===== src/rtl/dma_byte_reader.sv =====
// Purpose : reads a byte-addressed, byte-length region from 32-bit word memory and streams it out as bytes.
// Latency : per word one REQ cycle (plus grant wait), one WAIT cycle (plus read latency), then one cycle per byte.
// Backpres: m_ready=0 holds m_valid/m_data in EMIT; mem_gnt=0 holds mem_req/mem_addr in REQ.
//
// Ports:
//   clk, rst_n                 clock (rising edge), asynchronous active-low reset
//   start, src_addr, len       command; accepted only while busy=0
//   busy, done                 status; done is a one-cycle pulse at completion
//   mem_req/mem_addr/mem_gnt   word read request channel, one outstanding read at most
//   mem_rvalid/mem_rdata       read response; byte lane k = bits [8k+7:8k]
//   m_valid/m_data/m_ready     output byte stream, ascending byte address order
module dma_byte_reader #(
  parameter int ADDR_W = 16,
  parameter int LEN_W  = 16
) (
  input  logic              clk,
  input  logic              rst_n,
  input  logic              start,
  input  logic [ADDR_W-1:0] src_addr,
  input  logic [LEN_W-1:0]  len,
  output logic              busy,
  output logic              done,
  output logic              mem_req,
  output logic [ADDR_W-3:0] mem_addr,
  input  logic              mem_gnt,
  input  logic              mem_rvalid,
  input  logic [31:0]       mem_rdata,
  output logic              m_valid,
  output logic [7:0]        m_data,
  input  logic              m_ready
);

  typedef enum logic [2:0] {
    S_IDLE,
    S_REQ,
    S_WAIT,
    S_EMIT,
    S_DONE
  } state_t;

  state_t            state, state_nxt;
  logic [ADDR_W-3:0] word_addr, word_addr_nxt;
  logic [1:0]        lane, lane_nxt;
  logic [LEN_W-1:0]  remaining, remaining_nxt;
  logic [31:0]       word_buf, word_buf_nxt;

  always_ff @(posedge clk or negedge rst_n) begin
    if (!rst_n) begin
      state     <= S_IDLE;
      word_addr <= '0;
      lane      <= '0;
      remaining <= '0;
      word_buf  <= '0;
    end else begin
      state     <= state_nxt;
      word_addr <= word_addr_nxt;
      lane      <= lane_nxt;
      remaining <= remaining_nxt;
      word_buf  <= word_buf_nxt;
    end
  end

  always_comb begin
    state_nxt     = state;
    word_addr_nxt = word_addr;
    lane_nxt      = lane;
    remaining_nxt = remaining;
    word_buf_nxt  = word_buf;

    unique case (state)
      S_IDLE: begin
        if (start) begin
          if (len != '0) begin
            word_addr_nxt = src_addr[ADDR_W-1:2];
            lane_nxt      = src_addr[1:0];
            remaining_nxt = len;
            state_nxt     = S_REQ;
          end else begin
            // Zero-length command completes without touching memory.
            state_nxt = S_DONE;
          end
        end
      end
      S_REQ: begin
        if (mem_gnt) state_nxt = S_WAIT;
      end
      S_WAIT: begin
        if (mem_rvalid) begin
          word_buf_nxt = mem_rdata;
          state_nxt    = S_EMIT;
        end
      end
      S_EMIT: begin
        if (m_ready) begin
          remaining_nxt = remaining - LEN_W'(1);
          lane_nxt      = lane + 2'd1;
          if (remaining == LEN_W'(1)) begin
            // Last byte: any lanes left in this word are dropped.
            state_nxt = S_DONE;
          end else if (lane == 2'd3) begin
            // Word exhausted; the word address wraps freely at the top of memory.
            word_addr_nxt = word_addr + (ADDR_W-2)'(1);
            state_nxt     = S_REQ;
          end
        end
      end
      S_DONE: begin
        state_nxt = S_IDLE;
      end
      default: begin
        state_nxt = S_IDLE;
      end
    endcase
  end

  // All outputs decode straight from registered state, so they are glitch-free
  // and hold steady across stalls without extra holding logic.
  always_comb begin
    busy     = (state != S_IDLE);
    done     = (state == S_DONE);
    mem_req  = (state == S_REQ);
    m_valid  = (state == S_EMIT);
    mem_addr = word_addr;
    m_data   = word_buf[{lane, 3'b000} +: 8];
  end

endmodule

===== config.mk =====
export PLATFORM = sky130hd
export DESIGN_NAME = dma_byte_reader
export DESIGN_NICKNAME = d
export VERILOG_FILES = /design/src/rtl/dma_byte_reader.sv
export SDC_FILE = /design/constraint.sdc
export NUM_CORES = 1
export LEC_CHECK = 0
export ABC_CLOCK_PERIOD_IN_PS = 3900
export CORE_MARGIN = 2
export CORE_UTILIZATION = 45
export DETAILED_ROUTE_END_ITERATION = 8
export PLACE_DENSITY_LB_ADDON = 0.08
export SETUP_SLACK_MARGIN = 0.1
export SLEW_MARGIN = 10
export SYNTH_ARGS = -nofsm -noshare
export SYNTH_HDL_FRONTEND = slang
export SYNTH_SLANG_ARGS = --single-unit

===== constraint.sdc =====
create_clock -name clk -period 3.9 [get_ports clk]
set_input_delay 0.39 -clock clk [delete_from_list [all_inputs] [get_ports clk]]
set_output_delay 0.39 -clock clk [all_outputs]
set_load 0.02 [all_outputs]

==> qor.txt <==
ROUTING
-----------------------------------------------------------------------------------
Drt initial violations                                                          170
Antenna viol nets, final                                                          0
Average routed wire per standard cell                                  17.2 microns
Detail-routed via count per cell                                               5.85
Overall via count from detail_route                                            3299
Final wirelength                                                       9690 microns
Pre-Repair DR Iteration Count                                                     4
Post-route DRC violation count                                                    0

FLOORPLANNING
-----------------------------------------------------------------------------------
Die width                                                              95.9 microns
Vertical die dimension                                                 95.9 microns
Core area                                                                8220 sq um
Die Outline Area                                                         9200 sq um
Number of rows created at floorplan                                              33
Top-level port count                                                             96
Starting Density                                                              46.3%

SYNTHESIS
-----------------------------------------------------------------------------------
Adder-cell share of the synthesized area                                      1.32%
Avg Inst Size Synth                                                      10.3 sq um
Combinational family with the most area after synthesis                compound AO/OA/AOI/OAI gates
Simple-gate share of the synthesized area                                     16.8%
Compound-Gate Fraction of Synth Area                                          18.6%
Multiplexer share of the synthesized area                                     14.8%
Post-synthesis xor/xnor area fraction                                            0%
Sequential element share of the synthesized area                              44.1%
Count of flip-flops with a built-in enable after synthesis                        0
Number of standard cells after synthesis                                        368
Top flip-flop cell by instance count after synthesis                        dfrtp_1
Unique masters post-synth                                                        56
Synthesized cell area                                                    3800 sq um
Async set or reset register ratio after synthesis                              100%
Number of storage elements in the synthesis netlist                              67
Syn nets                                                                        442
Yosys synthesis warning count                                                     0

POWER
-----------------------------------------------------------------------------------
Clock power frac                                                              14.3%
Internal cell power                                                         2.44 mW
Total power                                                                 4.19 mW
Sw Share                                                                      41.7%
Sequential group share of total power                                         34.8%
Leakage                                                                     1.92 nW
Comb pwr share                                                                50.9%
Peak supply drop                                                         0.000394 V
Power density over cell area                                            841 nW/um^2
Psw                                                                         1.75 mW

CLOCK NETWORK
-----------------------------------------------------------------------------------
Insertion delay to the later sink of the worst-skew pair                    0.35 ns
# resized after CTS                                                               0
Htree depth                                                                       3
Clock slew seen by the registers of the worst setup and hold paths          0.08 ns
CTS tree                                                                        yes
Post-CTS Setup Repair Bufs                                                        0
Root buffer cell                                                           clkbuf_8
Total number of clock tree sinks                                                 67
Number of clock buffers inserted by TritonCTS                                     9
Hold buffers post-CTS                                                             0
Maximum clock path buffer count                                                   2

FINAL LAYOUT
-----------------------------------------------------------------------------------
Commonest non-fill, non-tap cells in the layout                        clkdlybuf4s50_1 (94), dfrtp_1 (67), a21oi_1 (34)
Filler Cell Count                                                               692
Post-synthesis to final-layout area growth                                    31.1%
Most common library cell in the layout ignoring fill and taps          clkdlybuf4s50_1
NumNets Final                                                                   528
Util after Layout                                                             60.6%
Count of placed standard cells in the final layout, fillers left out            564
Antenna Diode Count                                                               0
Fraction of layout instances using a drive strength above 1                   16.1%

TIMING
-----------------------------------------------------------------------------------
Final critical delay including setup and external delays                    2.93 ns
Number of endpoints with negative hold slack in the final report                  0
Total Negative Setup Slacks                                                    0 ns
Setup repair after global routing missed its margin                           false
Rel. slew slack                                                               51.5%
Ratio of final minimum period to clock period                                 75.2%
Final setup viols                                                                 0
Worst hold margin                                                         0.0880 ns
Worst clock skew                                                          0.0146 ns
FMAX                                                                        341 MHz
Final Slew Violations                                                             0
Slew of the pin with the lowest slew margin                                0.725 ns

SETUP PATH
-----------------------------------------------------------------------------------
CP endpoint kind                                                        output port
Type of the worst setup path                                           flop to output port
Maximum net fanout on the critical path                                          32
CP cell instances                                                      nand3b_4 -> inv_2 -> clkdlybuf4s50_1
Crit path DAT                                                               2.54 ns
Data required time at the worst endpoint                                    3.51 ns
Family with the most delay on the worst path                           buffers and inverters
Slowest CP cell                                                             dfrtp_1
Slowest cell delay on critical path                                         0.70 ns
Buffers plus inverters on the worst setup path                                    2
Kind of start point of the critical path                                       flop

GLOBAL ROUTE
-----------------------------------------------------------------------------------
Largest net degree at the start of global routing                                39
Wire length of the first global-routing pass                           15600 microns
Number of antenna violations at the first check in global routing                 0
Overall overflow remaining after global route                                     0
Number of global-route vias before repair                                      3141
Global-route usage over all layers                                            22.2%

RUN STATUS
-----------------------------------------------------------------------------------
Result of the run                                                      finished clean

JOB
-----------------------------------------------------------------------------------
Max-cap violations                                                                0

PLACEMENT
-----------------------------------------------------------------------------------
Count of input and output buffers                                                95
Post-detailed-placement half-perimeter wirelength                      6940 microns
Placed Instances                                                                548
Gp weighted congestion                                                        0.892

MIN PATH
-----------------------------------------------------------------------------------
Path type of the worst min-delay path                                  input port to async pin

## logic make-up after synthesis
logic type               Yosys count
flip-flops                        67
AO/OA/AOI/OAI                    113
AND/OR/NAND/NOR                  109
multiplexers                      42
buffers and inverters             33
adder cells (fa/ha/maj)            4
## state kept, by name (all words and copies together) (netlist names)
register,cells
state,3
lane,2
word_buf,32
mem_addr,14
remaining,16
## area by class of cell
type,instances,area (sq um),area share [%]
Multi-Input combinational cell,268,1960,39.3
Tap cell,105,131,2.64
Timing Repair Buffer,99,976,19.6
Clock inverter,3,46.3,0.929
Inverter,9,33.8,0.678
Clock buffer,13,159,3.19
Sequential cell,67,1680,33.7
## worst register-to-register path: cells and delay by family, from the launching register on
| kind | cells | cell delay [ns] |
|---|---|---|
| buffers and inverters | 2 | 0.68 |
| DFF | 1 | 0.70 |
| and+or+nand+nor | 2 | 0.61 |
| AOI/OAI and AO/OA | 3 | 0.56 |
## Yosys cell counts, drive strengths merged (5+ instances only)
library cell	n	area share, %
nand3	13	1.7
and3	6	0.99
o31ai	5	0.99
nand2	24	2.4
nand4	6	0.99
dfrtp	67	44
mux4	8	4.7
inv	9	0.89
nor2	18	2.2
o21ai	35	4.7
nor3	10	1.4
nor4	11	2.6
a31oi	7	1.3
mux2	33	9.8
a21oi	34	4.5
clkbuf	10	0.99
buf	14	2.5
o22ai	9	1.5
## through the flow
stage                     instance area (sq um)  setup slack, ns
after CTS                                  4980            0.951
after floorplan                            3800             2.02
after global routing                       4980            0.816
after detailed placement                   4780             1.24
final                                      4980            0.968
after global placement                     4780             1.29
## metal layers
metal  GRT usage (%)  vias to the layer above  part of all wire (%)
li1                -                     1577                     -
met5               0                        -                     0
met1            29.4                     1594                    44
met4            8.10                        0                   1.3
met3            5.17                       14                   6.9
met2            35.7                      114                    47
## worst paths after layout
check                              from           end  slack [ns]  depth (start not counted)
max reg2reg                    state[0]   mem_addr[6]        1.24                          7
max in group asynchronous         rst_n   word_buf[0]        2.84                          2
min in group clk           word_buf[23]  word_buf[23]        0.51                          1
min reg2reg                word_buf[23]  word_buf[23]        0.51                          1
max                            state[0]       m_valid        0.97                          3
min                               rst_n  mem_addr[10]        0.09                          1
## power by group through the flow
stage | clock network [mW] | registers, mW | logic [mW]
4_1_cts | 0.617 | 1.46 | 2.15
5_1_grt | 0.648 | 1.52 | 2.31
2_1_floorplan | 0 | 1.38 | 1.50
3_3_place_gp | 0 | 1.45 | 2.09
6_report | 0.599 | 1.46 | 2.13
3_5_place_dp | 0 | 1.47 | 2.13
Power figures use the tool's default switching activity.
